===== src/rtl/dp_mem_pkg.sv =====
// Shared types and elaboration helpers for the dp_mem_ctrl memory block.
package dp_mem_pkg;

   typedef enum logic [1:0] {INIT, IDLE, CLEAR} state_t;

   function automatic int be_w(input int data_w);
      return data_w / 8;
   endfunction

   // Legal configuration: byte-multiple width, latency 1 or 2, address wide enough for DEPTH.
   function automatic bit cfg_ok(input int data_w, input int depth, input int addr_w,
                                 input int rd_lat);
      return (data_w > 0) && (data_w % 8 == 0) && (depth > 0) &&
             (rd_lat == 1 || rd_lat == 2) && (addr_w > 0) && (addr_w < 31) &&
             ((1 << addr_w) >= depth);
   endfunction

endpackage


===== src/rtl/dp_mem_rd_pipe.sv =====
// Read return pipeline: RD_LAT stages of {valid, err, data}; the output data holds between strobes.
module dp_mem_rd_pipe #(
   parameter int DATA_W = 8,
   parameter int RD_LAT = 1
) (
   input  logic              clk,
   input  logic              rst,
   input  logic              in_valid,
   input  logic              in_err,
   input  logic [DATA_W-1:0] in_data,
   output logic              out_valid,
   output logic              out_err,
   output logic [DATA_W-1:0] out_data
);

   logic [RD_LAT:1]             vld_pipe;
   logic [RD_LAT:1]             err_pipe;
   logic [RD_LAT:1][DATA_W-1:0] data_pipe;

   always_ff @(posedge clk or posedge rst) begin
      if (rst) begin
         vld_pipe  <= '0;
         err_pipe  <= '0;
         data_pipe <= '0;
      end else begin
         vld_pipe[1] <= in_valid;
         err_pipe[1] <= in_valid & in_err;
         // Only the final stage is qualified, so rd_data keeps its last returned word.
         if (RD_LAT > 1 || in_valid) data_pipe[1] <= in_data;
         for (int i = 2; i <= RD_LAT; i++) begin
            vld_pipe[i] <= vld_pipe[i-1];
            err_pipe[i] <= err_pipe[i-1];
            if (i < RD_LAT || vld_pipe[i-1]) data_pipe[i] <= data_pipe[i-1];
         end
      end
   end

   assign out_valid = vld_pipe[RD_LAT];
   assign out_err   = err_pipe[RD_LAT];
   assign out_data  = data_pipe[RD_LAT];

endmodule


===== src/rtl/dp_mem_ctrl.sv =====
// One-read/one-write synchronous memory with init/clear sweeps, byte enables,
// configurable read latency and out-of-range error reporting.
module dp_mem_ctrl
   import dp_mem_pkg::*;
#(
   parameter int                DATA_W   = 8,
   parameter int                DEPTH    = 8,
   parameter int                ADDR_W   = 3,
   parameter int                RD_LAT   = 1,
   parameter logic [DATA_W-1:0] INIT_VAL = '0
) (
   input  logic                  clk,
   input  logic                  rst,
   input  logic                  enable,
   input  logic                  rd_en,
   input  logic [ADDR_W-1:0]     rd_addr,
   output logic [DATA_W-1:0]     rd_data,
   output logic                  rd_valid,
   output logic                  rd_err,
   input  logic                  wr_en,
   input  logic [ADDR_W-1:0]     wr_addr,
   input  logic [DATA_W-1:0]     wr_data,
   input  logic [DATA_W/8-1:0]   wr_be,
   output logic                  wr_err,
   input  logic                  clr_req,
   output logic                  busy
);

   localparam int                BE_W    = be_w(DATA_W);
   localparam logic [ADDR_W:0]   DEPTH_X = (ADDR_W+1)'(DEPTH);
   localparam logic [ADDR_W-1:0] LAST    = ADDR_W'(DEPTH - 1);

   if (!cfg_ok(DATA_W, DEPTH, ADDR_W, RD_LAT)) begin : g_bad_cfg
      $error("dp_mem_ctrl: illegal DATA_W/DEPTH/ADDR_W/RD_LAT combination");
   end

   logic [DATA_W-1:0] mem [DEPTH];
   state_t            state;
   logic [ADDR_W-1:0] ptr;
   logic              rd_acc, wr_acc, rd_oob, wr_oob;
   logic [DATA_W-1:0] rd_word;

   // clr_req wins over any same-cycle access; both are dropped silently.
   always_comb begin
      rd_acc  = (state == IDLE) && enable && rd_en && !clr_req;
      wr_acc  = (state == IDLE) && enable && wr_en && !clr_req;
      rd_oob  = {1'b0, rd_addr} >= DEPTH_X;
      wr_oob  = {1'b0, wr_addr} >= DEPTH_X;
      rd_word = rd_oob ? '0 : mem[rd_addr];
   end

   always_ff @(posedge clk or posedge rst) begin
      if (rst) begin
         state  <= INIT;
         ptr    <= '0;
         busy   <= 1'b1;
         wr_err <= 1'b0;
      end else begin
         wr_err <= wr_acc && wr_oob;
         case (state)
            INIT, CLEAR: begin
               ptr <= ptr + ADDR_W'(1);
               if (ptr == LAST) begin
                  state <= IDLE;
                  busy  <= 1'b0;
                  ptr   <= '0;
               end
            end
            default: begin
               if (clr_req) begin
                  state <= CLEAR;
                  ptr   <= '0;
                  busy  <= 1'b1;
               end
            end
         endcase
      end
   end

   // Storage is never reset; the sweep rewrites it. Reads sample before this edge's write.
   always_ff @(posedge clk) begin
      if (state != IDLE) begin
         mem[ptr] <= INIT_VAL;
      end else if (wr_acc && !wr_oob) begin
         for (int i = 0; i < BE_W; i++)
            if (wr_be[i]) mem[wr_addr][8*i +: 8] <= wr_data[8*i +: 8];
      end
   end

   dp_mem_rd_pipe #(
      .DATA_W (DATA_W),
      .RD_LAT (RD_LAT)
   ) u_rd_pipe (
      .clk       (clk),
      .rst       (rst),
      .in_valid  (rd_acc),
      .in_err    (rd_oob),
      .in_data   (rd_word),
      .out_valid (rd_valid),
      .out_err   (rd_err),
      .out_data  (rd_data)
   );

endmodule


===== config.mk =====
export PLATFORM = sky130hd
export DESIGN_NAME = dp_mem_ctrl
export DESIGN_NICKNAME = d
export VERILOG_FILES = /design/src/rtl/dp_mem_pkg.sv /design/src/rtl/dp_mem_rd_pipe.sv /design/src/rtl/dp_mem_ctrl.sv
export SDC_FILE = /design/constraint.sdc
export NUM_CORES = 1
export LEC_CHECK = 0
export ABC_AREA = 1
export CORE_MARGIN = 10
export CORE_UTILIZATION = 45
export CTS_CLUSTER_DIAMETER = 200
export DETAILED_ROUTE_END_ITERATION = 10
export PLACE_DENSITY = 0.65
export RECOVER_POWER = 100
export SETUP_SLACK_MARGIN = 0.05
export SLEW_MARGIN = 10
export SYNTH_ARGS = -nofsm -noshare
export SYNTH_HDL_FRONTEND = slang
export SYNTH_HIERARCHICAL = 1
export SYNTH_SLANG_ARGS = --single-unit
export TNS_END_PERCENT = 10

===== constraint.sdc =====
create_clock -name clk -period 3.1 [get_ports clk]
set_clock_uncertainty 0.05 [all_clocks]
set_input_delay 0.62 -clock clk [delete_from_list [all_inputs] [get_ports clk]]
set_output_delay 0.62 -clock clk [all_outputs]
set_load 0.02 [all_outputs]

Word level (Yosys, flattened, before mapping)
Memory sizes are Yosys's and may differ from the RTL's. A register that Yosys moved wholly into a read port is not among the register bits.
Index checks and enable logic that the tools add are counted.
{"block": "totals", "reg_bits": 7, "latch_bits": 0, "ramBits": 64, "mem_bits_ro": 0, "inputBits": 21, "output_inout_bits": 12, "wordCells": 40, "memories": 1}
{"block": "op_classes", "addsub": 1, "multipliers": 0, "div": 0, "magnitude_cmp": 0, "eq_ne": 5, "shift": 0, "mux": 18, "n_bitwise": 0, "n_reduce_logical": 11}
{"name": "mem", "words": 8, "word_bits": 8, "read_ports": 1, "rd_ports_with_merged_regs": 1, "wr": 1, "line_no": "dp_mem_ctrl.sv:37", "text": "logic [DATA_W-1:0] mem [DEPTH];"}
{"operator": "$mux 3", "n": 4}
{"operator": "$mux 1", "n": 10}
{"operator": "$mux 8", "n": 1}
{"operator": "$reduce_or 8->1", "n": 1}
{"operator": "$mux 2", "n": 3}
{"operator": "$logic_and 1x1->1", "n": 5}
{"operator": "$add 3x1->3 const B", "n": 1}
{"operator": "$eq 3x3->1 const B", "n": 1}
{"operator": "$eq 2x1->1 const B", "n": 1}
{"operator": "$eq 2x2->1 const B", "n": 1}
{"operator": "$logic_not 2->1", "n": 1}
{"operator": "$ne 2x1->1 const B", "n": 1}
{"operator": "$ne 2x2->1 const B", "n": 1}
{"operator": "$reduce_and 2->1", "n": 1}
{"operator": "$reduce_bool 2->1", "n": 1}
{"operator": "$reduce_or 2->1", "n": 1}
{"operator": "$logic_not 1->1", "n": 1}

Depth between registers and ports, before layout
Gate-level depths: netlist of the first run.
{"block": "depth", "depth_word": 9, "mapped_depth": 9, "mapped_depth_nobuf": 8}

Cells and area by module
Netlist of the first run, hierarchy kept.
{"module": "dp_mem_ctrl", "instances": 1, "cells_each": 292, "area_each_um2": 3059.2, "seq_area_each_um2": 2073.2}
{"module": "dp_mem_rd_pipe", "instances": 1, "cells_each": 39, "area_each_um2": 366.6, "seq_area_each_um2": 250.2}

Worst setup path after synthesis of the first run
OpenSTA, ideal clock, no wires.
{"block": "synth_timing", "path_kind": "input-to-reg", "start": "input port clr_req", "end": "memory mem[0][0] (enable)", "setup_time_ps": 370, "arrival_ps": 1573, "required_time_ps": 2680, "setup_slack_ps": 1107, "cell_stages": 8, "n_path_buf": 1, "path_cell_list": "inv_2 > nand2_1 > nor2_2 > nand2_4 > buf_6 > nand2_2 > nand3_2 > nor2_1"}
{"block": "synth_via", "elab_chain_len": 7, "elab_cells_between_ends": 8, "classes_between": "5 x mux; 3 x reduce/logical"}
{"item": "start: declaration", "line_no": "dp_mem_ctrl.sv:25", "text": "input logic clr_req,"}
{"item": "$logic_not 1->1 (*)", "line_no": "dp_mem_ctrl.sv:46", "text": "wr_acc = (state == IDLE) && enable && wr_en && !clr_req;"}
{"item": "$logic_and 1x1->1 (*)", "line_no": "dp_mem_ctrl.sv:46"}
{"item": "$mux 1 (*)", "line_no": "dp_mem_ctrl.sv:84", "text": "end else if (wr_acc && !wr_oob) begin"}
{"item": "$mux 1 (*)", "line_no": "dp_mem_ctrl.sv:82", "text": "if (state != IDLE) begin"}
{"item": "$mux 1 (not written as such) (*)", "line_no": "dp_mem_ctrl.sv:86", "text": "if (wr_be[i]) mem[wr_addr][8*i +: 8] <= wr_data[8*i +: 8];"}
{"item": "$reduce_or 8->1 (no line)"}
{"item": "$mux 3 (no line) / $mux 1 (equally long branches)"}
{"item": "end: declaration", "line_no": "dp_mem_ctrl.sv:37"}
Every way passes the cells marked *; elsewhere a longest branch is shown, timed or not.

Worst setup path in the final report of the first run
{"block": "layout_timing", "start": "input port clr_req", "end": "memory mem[0][2] (enable)"}
The elaborated chain is that of the path after synthesis.

==> metrics.log, run 1 <==
[metrics] end point of the critical path: mem[0][2]
[metrics] Area growth syn-to-layout: 18.04%
[metrics] peak fanout along the critical path: 14
[metrics] post-synthesis async set-or-reset flop share: 20.00%
[metrics] width of the die: 107.3 microns
[metrics] R2R setup slack: 1.07 ns
[metrics] number of placement rows: 31
[metrics] area of the mapped netlist: 0.003426 sq mm
[metrics] Startpoint Class: input pin
[metrics] cell type of the slowest stage on the worst timing path: sky130_fd_sc_hd__nor2_1
[metrics] number of antenna violations at the first check in global routing: 0
[metrics] Mapped Cells: 331
[metrics] Final Cell Area: 0.004044 sq mm
[metrics] final-layout worst hold slack: 0.4253 ns
[metrics] Critical Path Stages: 8
[metrics] path class of the lowest-slack min-delay path: reg -> reg
[metrics] TritonCTS buffer count: 9
[metrics] final hold violation count: 0
[metrics] clock power share: 25.4%
[metrics] number of nets in the final layout: 394
[metrics] full die area: 0.01150 sq mm
[metrics] top library cells by usage in the layout, fill and taps aside: sky130_fd_sc_hd__nand2_1 (78), sky130_fd_sc_hd__nor2_1 (68), sky130_fd_sc_hd__edfxtp_1 (64), sky130_fd_sc_hd__o21ai_0 (46), sky130_fd_sc_hd__inv_1 (27)
[metrics] outcome: completed
[metrics] H-tree depth: 3
[metrics] static leakage power: 0.001723 uW
[metrics] crit-path leading delay family: simple AND/OR/NAND/NOR gates
[metrics] DRC violation count after routing: 0
[metrics] share of total power in sequential cells: 51.0%
[metrics] Period Utilization, post-route: 84.29%
[metrics] worst supply voltage drop on vdd: 0.4164 mV
[metrics] most common library cell in the layout ignoring fill and taps: sky130_fd_sc_hd__nand2_1
[metrics] relative slew slack: 42.05%
[metrics] # hold bufs at CTS: 0
[metrics] depth of the worst register-to-register path: 7
[metrics] Worst Setup End Kind: flop
[metrics] Critical Path RT: 3.04 ns
[metrics] number of storage elements in the synthesis netlist: 80
[metrics] average instance area after synthesis: 10.35 sq um
[metrics] TritonCTS clock tree: yes
[metrics] via/cell ratio: 4.939
[metrics] clk sinks: 80
[metrics] clock tree root driver cell: sky130_fd_sc_hd__clkbuf_8
[metrics] DP Area: 0.003869 sq mm
[metrics] number of warnings reported in the yosys synthesis log: 6
[metrics] cell chain of the critical path: dlygate4sd3_1 > inv_1 > nand2_1 > nor2_1 > nand2_4 > nand2_1 > nand3_1 > nor2_1
[metrics] number of buffers inserted to repair setup after CTS: 0
[metrics] synth unique cells: 24
[metrics] largest cells by area after synthesis: sky130_fd_sc_hd__edfxtp_1 (56%), sky130_fd_sc_hd__dfrtp_1 (11%), sky130_fd_sc_hd__nand2_1 (8.3%)
[metrics] remaining global-route overflow: 0
[metrics] drt total wl: 7387 microns
[metrics] switching power share of the total: 31.35%
[metrics] capture instance of the worst register-to-register path: mem[0][2]
[metrics] max capacitance violation total: 0
[metrics] slew at the pin closest to its max-slew limit: 0.8683 ns
[metrics] flip-flop cell with the highest count after synthesis: sky130_fd_sc_hd__edfxtp_1
[metrics] drt pass-1 iters: 5
[metrics] initial core utilization: 46.73%
[metrics] pin count of the biggest net entering global routing: 33
[metrics] number of buffers inserted by port buffering: 31
[metrics] clock insertion delay at the later pin of the skew report: 0.35 ns
[metrics] number of DRC violations after detailed-routing iteration 0: 97
[metrics] count of inserted antenna diode cells: 0
[metrics] maximum achievable frequency: 382.7 MHz
[metrics] core region area: 0.007331 sq mm
[metrics] clock transition time at the flip-flop clock pins of the worst setup and hold paths: 0.08 ns
[metrics] Logic pwr share: 23.6%
[metrics] top cell type's share of synthesized area: 56.10%
[metrics] detailed placer's ending HPWL: 5345 microns
[metrics] Filler Cell Count: 637
[metrics] layout cell share with drive strength beyond 1: 6.915%
[metrics] delay contributed by the slowest stage of the critical path: 0.60 ns
[metrics] RSZ-0062 raised after global routing: no
[metrics] deepest clock path buffer count: 2
[metrics] crit path from: clr_req
[metrics] wire length of the first global-routing pass: 12,160 microns
[metrics] gp weighted congestion: 0.8053
[metrics] global-route usage over all layers: 13.73%
[metrics] number of enable-type register cells in the synthesized netlist: 64
[metrics] final sum of negative setup slack: 0 ns
[metrics] Yosys top cell by area: sky130_fd_sc_hd__edfxtp_1
[metrics] I/O pins: 33
[metrics] Tmin final: 2.613 ns
[metrics] total internal power: 2147 uW
[metrics] wire length per cell after detailed routing: 15.55 microns
[metrics] switching power summed over all nets: 980.2 uW
[metrics] power per cell area: 773.2 mW/mm^2
[metrics] number of resized instances in the post-cts repair step: 0
[metrics] post-synthesis sequential area ratio: 67.82%
[metrics] Slew Limit Fails: 0
[metrics] antenna viol nets, final: 0
[metrics] arrival time at the worst endpoint: 2.55 ns
[metrics] routed vias: 2,346
[metrics] number of global-route vias before repair: 2,335
[metrics] Crit Reg-Reg Startpoint: state[1]
[metrics] vertical die dimension: 107.3 microns
[metrics] type of the worst setup path: in -> reg
[metrics] WP buf/inv: 2
[metrics] setup violation total in the final timing report: 0
==> cell families (layout without fill, tap and decap cells) <==
group                      count (synthesis)  count (layout)  share of synthesized area (%)
and+or+nand+nor                          152             152                          18.12
DFF                                       80              80                          67.82
AOI/OAI and AO/OA                         54              54                          7.998
buffers and inverters                     42              86                          5.223
adders and majority gates                  2               2                         0.7303
other                                      1               2                         0.1095
==> layout make-up <==
cell class	instances	area [sq um]	share of cell area, %
clock buffers	12	187.7	4.641
inverters	29	108.9	2.692
clock inverters	4	31.28	0.7735
well taps	99	123.9	3.063
flip-flops and latches	80	2323	57.46
multi-input cells	210	909.6	22.49
repair buffers	41	359.1	8.880
==> Yosys cell counts (2+ instances only) <==
| library cell | n |
|---|---|
| sky130_fd_sc_hd__nor2_1 | 67 |
| sky130_fd_sc_hd__ha_1 | 2 |
| sky130_fd_sc_hd__nand3_2 | 2 |
| sky130_fd_sc_hd__o21ai_1 | 7 |
| sky130_fd_sc_hd__inv_1 | 25 |
| sky130_fd_sc_hd__nand2_1 | 76 |
| sky130_fd_sc_hd__edfxtp_1 | 64 |
| sky130_fd_sc_hd__buf_2 | 2 |
| sky130_fd_sc_hd__dfrtp_1 | 15 |
| sky130_fd_sc_hd__clkbuf_1 | 7 |
| sky130_fd_sc_hd__nand2_2 | 2 |
| sky130_fd_sc_hd__buf_6 | 2 |
| sky130_fd_sc_hd__inv_2 | 4 |
| sky130_fd_sc_hd__o21ai_0 | 46 |
==> layer usage <==
metal / share of wire [%] / track usage [%] / wire (microns) / vias up
met3: 6.0 / 3.832 / 445 / 13
met5: 0 / 0 / 0 / -
li1: - / - / - / 1167
met4: 1.7 / 4.836 / 125 / 0
met2: 47 / 20.59 / 3467 / 69
met1: 45 / 18.60 / 3348 / 1097
==> flip-flops by register name, summed over array words and instances (netlist names) <==
register	count
state	2
u_rd_pipe/out_valid	1
u_rd_pipe/out_data	8
u_rd_pipe/out_err	1
busy	1
mem	64
ptr	3
==> power by group through the flow <==
| stage | sequential (uW) | combinational [uW] | clock [uW] |
|---|---|---|---|
| 2_1_floorplan | 1660 | 416 | 0 |
| 3_3_place_gp | 1620 | 784 | 0 |
| 3_5_place_dp | 1620 | 802 | 0 |
| 4_1_cts | 1600 | 806 | 814 |
| 5_1_grt | 1620 | 841 | 861 |
| 6_report | 1600 | 736 | 794 |
==> stage by stage <==
stage	setup WS (ns)	utilization, %	instances	power [uW]
finish	0.4869	55.16	475	3127
global route	0.3619	55.16	475	3324
CTS	0.7722	55.76	475	3215
detailed placement	0.3839	52.77	459	2422
global placement	0.5312	52.77	459	2409
floorplan	1.107	-	332	2074
==> worst min path at each step <==
| stage | endpoint | slack, ns | cells past startpoint | startpoint |
|---|---|---|---|---|
| after floorplan | ptr[0] | 0.36 | 1 | rst |
| after global placement | u_rd_pipe/out_data[5] | 0.41 | 2 | u_rd_pipe/out_data[5] |
| after detailed placement | u_rd_pipe/out_data[3] | 0.41 | 2 | u_rd_pipe/out_data[3] |
| after CTS | u_rd_pipe/out_data[3] | 0.43 | 2 | u_rd_pipe/out_data[3] |
| after global routing | u_rd_pipe/out_data[2] | 0.45 | 2 | u_rd_pipe/out_data[2] |
| final | u_rd_pipe/out_data[6] | 0.43 | 2 | u_rd_pipe/out_data[6] |
==> worst reg2reg max path: stages (launching register included) <==
cell	delay, ns
sky130_fd_sc_hd__dfrtp_1	0.40
sky130_fd_sc_hd__inv_1	0.10
sky130_fd_sc_hd__nand3_4	0.09
sky130_fd_sc_hd__inv_2	0.08
sky130_fd_sc_hd__nand2_4	0.12
sky130_fd_sc_hd__nand2_1	0.10
sky130_fd_sc_hd__nand3_1	0.13
sky130_fd_sc_hd__nor2_1	0.60
(Power assumes the default switching activity.)
==> run 2, diff against run 1 <==
==> constraint.sdc (replaced) <==
create_clock -name clk -period 2.7 [get_ports clk]
set_clock_uncertainty 0.05 [all_clocks]
set_input_delay 0.54 -clock clk [delete_from_list [all_inputs] [get_ports clk]]
set_output_delay 0.54 -clock clk [all_outputs]
set_load 0.02 [all_outputs]
==> run 2 against run 1 <==
  * Sequential share of layout area decreased by 0.41 points
  * Setup slack worse by 0.025 ns
  * Hold slack worse by 0.0058 ns
  * Clock power decreased by 5.4%
  * Sequential power up 14%
  * Final cell count grew 2.1%
  * Core utilization grew 0.39 points
  * Combinational power is 23% higher
  * Critical path type unchanged
  * Critical endpoint is now mem[5][4]
  * Highest routed layer unchanged
==> metrics.log, run 2 (synthesis gave the netlist of run 1 again) <==
[metrics] relative slew slack: 64.94%
[metrics] number of DRC violations after detailed-routing iteration 0: 107
[metrics] post-layout total power: 3479 uW
[metrics] Filler Cell Count: 642
[metrics] number of buffers inserted to repair setup after CTS: 0
[metrics] detailed placer's ending HPWL: 5394 microns
[metrics] count of inserted antenna diode cells: 0
[metrics] outcome: completed
[metrics] layout cell share with drive strength beyond 1: 10.10%
[metrics] # hold bufs at CTS: 0
[metrics] clk sinks: 80
[metrics] clock transition time at the flip-flop clock pins of the worst setup and hold paths: 0.09 ns
[metrics] deepest clock path buffer count: 2
[metrics] full die area: 0.01150 sq mm
[metrics] Area growth syn-to-layout: 18.88%
[metrics] number of antenna violations at the first check in global routing: 0
[metrics] wire length of the first global-routing pass: 12,330 microns
[metrics] drt total wl: 7451 microns
[metrics] switching power summed over all nets: 1106 uW
[metrics] type of the worst setup path: in -> reg
[metrics] arrival time at the worst endpoint: 2.24 ns
[metrics] clock power share: 21.6%
[metrics] RSZ-0062 raised after global routing: no
[metrics] max capacitance violation total: 0
[metrics] clock tree root driver cell: sky130_fd_sc_hd__clkbuf_8
[metrics] number of resized instances in the post-cts repair step: 0
[metrics] antenna viol nets, final: 0
[metrics] TritonCTS buffer count: 9
[metrics] Top reg by flops: mem
[metrics] number of placement rows: 31
[metrics] switching power share of the total: 31.78%
[metrics] most common library cell in the layout ignoring fill and taps: sky130_fd_sc_hd__nand2_1
[metrics] maximum achievable frequency: 446.8 MHz
[metrics] share of total power in sequential cells: 52.4%
[metrics] H-tree depth: 3
[metrics] Worst Setup End Kind: flop
[metrics] global-route usage over all layers: 13.95%
[metrics] setup violation total in the final timing report: 0
[metrics] wire length per cell after detailed routing: 15.36 microns
[metrics] slew at the pin closest to its max-slew limit: 0.5251 ns
[metrics] remaining global-route overflow: 0
[metrics] vertical die dimension: 107.3 microns
[metrics] power per cell area: 854.2 mW/mm^2
[metrics] number of nets in the final layout: 404
[metrics] total internal power: 2373 uW
[metrics] Logic pwr share: 26.0%
[metrics] final hold violation count: 0
[metrics] Startpoint Class: input pin
[metrics] Slew Limit Fails: 0
[metrics] I/O pins: 33
[metrics] via/cell ratio: 4.841
[metrics] final sum of negative setup slack: 0 ns
[metrics] worst supply voltage drop on vdd: 0.3977 mV
[metrics] peak fanout along the critical path: 14
[metrics] number of buffers inserted by port buffering: 31
[metrics] clock insertion delay at the later pin of the skew report: 0.34 ns
[metrics] Critical Path RT: 2.70 ns
[metrics] Tmin final: 2.238 ns
[metrics] width of the die: 107.3 microns
[metrics] number of flip-flops in the largest register: 64
[metrics] path class of the lowest-slack min-delay path: reg -> reg
[metrics] initial core utilization: 46.73%
[metrics] gp weighted congestion: 0.7603
[metrics] routed vias: 2,348
[metrics] DRC violation count after routing: 0
[metrics] TritonCTS clock tree: yes
[metrics] pin count of the biggest net entering global routing: 33
[metrics] drt pass-1 iters: 4
[metrics] static leakage power: 0.001741 uW
[metrics] number of global-route vias before repair: 2,430
[metrics] core region area: 0.007331 sq mm
[metrics] top library cells by usage in the layout, fill and taps aside: sky130_fd_sc_hd__nand2_1 (77), sky130_fd_sc_hd__nor2_1 (67), sky130_fd_sc_hd__edfxtp_1 (64), sky130_fd_sc_hd__o21ai_0 (46), sky130_fd_sc_hd__inv_1 (26)
[metrics] Period Utilization, post-route: 82.89%
[metrics] final-layout worst hold slack: 0.4194 ns
[run 2: cell types whose count changed in the layout (fill, tap and decap cells not counted), moves of 2 or more]
cell | before | now
sky130_fd_sc_hd__nand2_2 | 0 | 2
sky130_fd_sc_hd__buf_4 | 3 | 11
sky130_fd_sc_hd__nand3_1 | 3 | 1
sky130_fd_sc_hd__clkbuf_1 | 7 | 9
sky130_fd_sc_hd__nand3_2 | 0 | 2
sky130_fd_sc_hd__clkinv_2 | 0 | 4
sky130_fd_sc_hd__clkbuf_16 | 2 | 0
[run 2: through the flow]
| step | util [%] | instance area [sq um] | cells | setup slack [ns] |
|---|---|---|---|---|
| 2_1_floorplan | - | 3430 | 332 | 0.7867 |
| 3_3_place_gp | 53.80 | 3944 | 469 | 0.4597 |
| 3_5_place_dp | 53.80 | 3944 | 469 | 0.4422 |
| 4_1_cts | 56.12 | 4114 | 485 | 0.6135 |
| 5_1_grt | 55.56 | 4073 | 485 | 0.2954 |
| 6_report | 55.56 | 4073 | 485 | 0.4620 |
[run 2: power by group through the flow]
stage	logic [uW]	registers, uW	clock network, uW
2_1_floorplan	477	1900	0
3_3_place_gp	927	1850	0
3_5_place_dp	949	1850	0
4_1_cts	954	1830	774
5_1_grt	1030	1850	822
6_report	905	1820	751
[run 2: final timing paths]
kind / from / endpoint / slack, ns / cells past startpoint
hold reg to reg: u_rd_pipe/out_data[7] / u_rd_pipe/out_data[7] / 0.42 / 2
setup / recovery: enable / mem[5][4] / 0.46 / 9
setup reg to reg: state[0] / mem[5][4] / 0.80 / 8
min in group asynchronous: rst / state[1] / 0.53 / 2
max in group asynchronous: rst / u_rd_pipe/out_valid / 1.72 / 2
hold / removal: u_rd_pipe/out_data[7] / u_rd_pipe/out_data[7] / 0.42 / 2
[run 2: area by class of cell]
class                      count  area [sq um]  share of cell area (%)
sequential                    80          2323                   57.05
multi-input combinational    210         919.6                   22.58
timing repair buffer          51         426.7                   10.48
clock buffer                   9         123.9                   3.041
tap                           99         123.9                   3.041
inverter                      29         108.9                   2.673
clock inverter                 7         46.29                   1.137
[run 2: metal layers]
layer | vias up | global-route usage, % | part of all wire [%]
met1 | 1089 | 17.76 | 43
li1 | 1179 | - | -
met3 | 8 | 3.653 | 7.6
met2 | 72 | 22.21 | 48
met4 | 0 | 5.416 | 1.3
met5 | - | 0 | 0
[run 2: worst max-delay path, stage by stage]
cell and delay (ns):
sky130_fd_sc_hd__dlygate4sd3_1 0.59, sky130_fd_sc_hd__nand3_4 0.13, sky130_fd_sc_hd__inv_2 0.03, sky130_fd_sc_hd__nand2_1 0.35, sky130_fd_sc_hd__nand2_1 0.12, sky130_fd_sc_hd__nand2_1 0.10, sky130_fd_sc_hd__nand2_1 0.07, sky130_fd_sc_hd__nor2_1 0.11
sky130_fd_sc_hd__buf_4 0.19
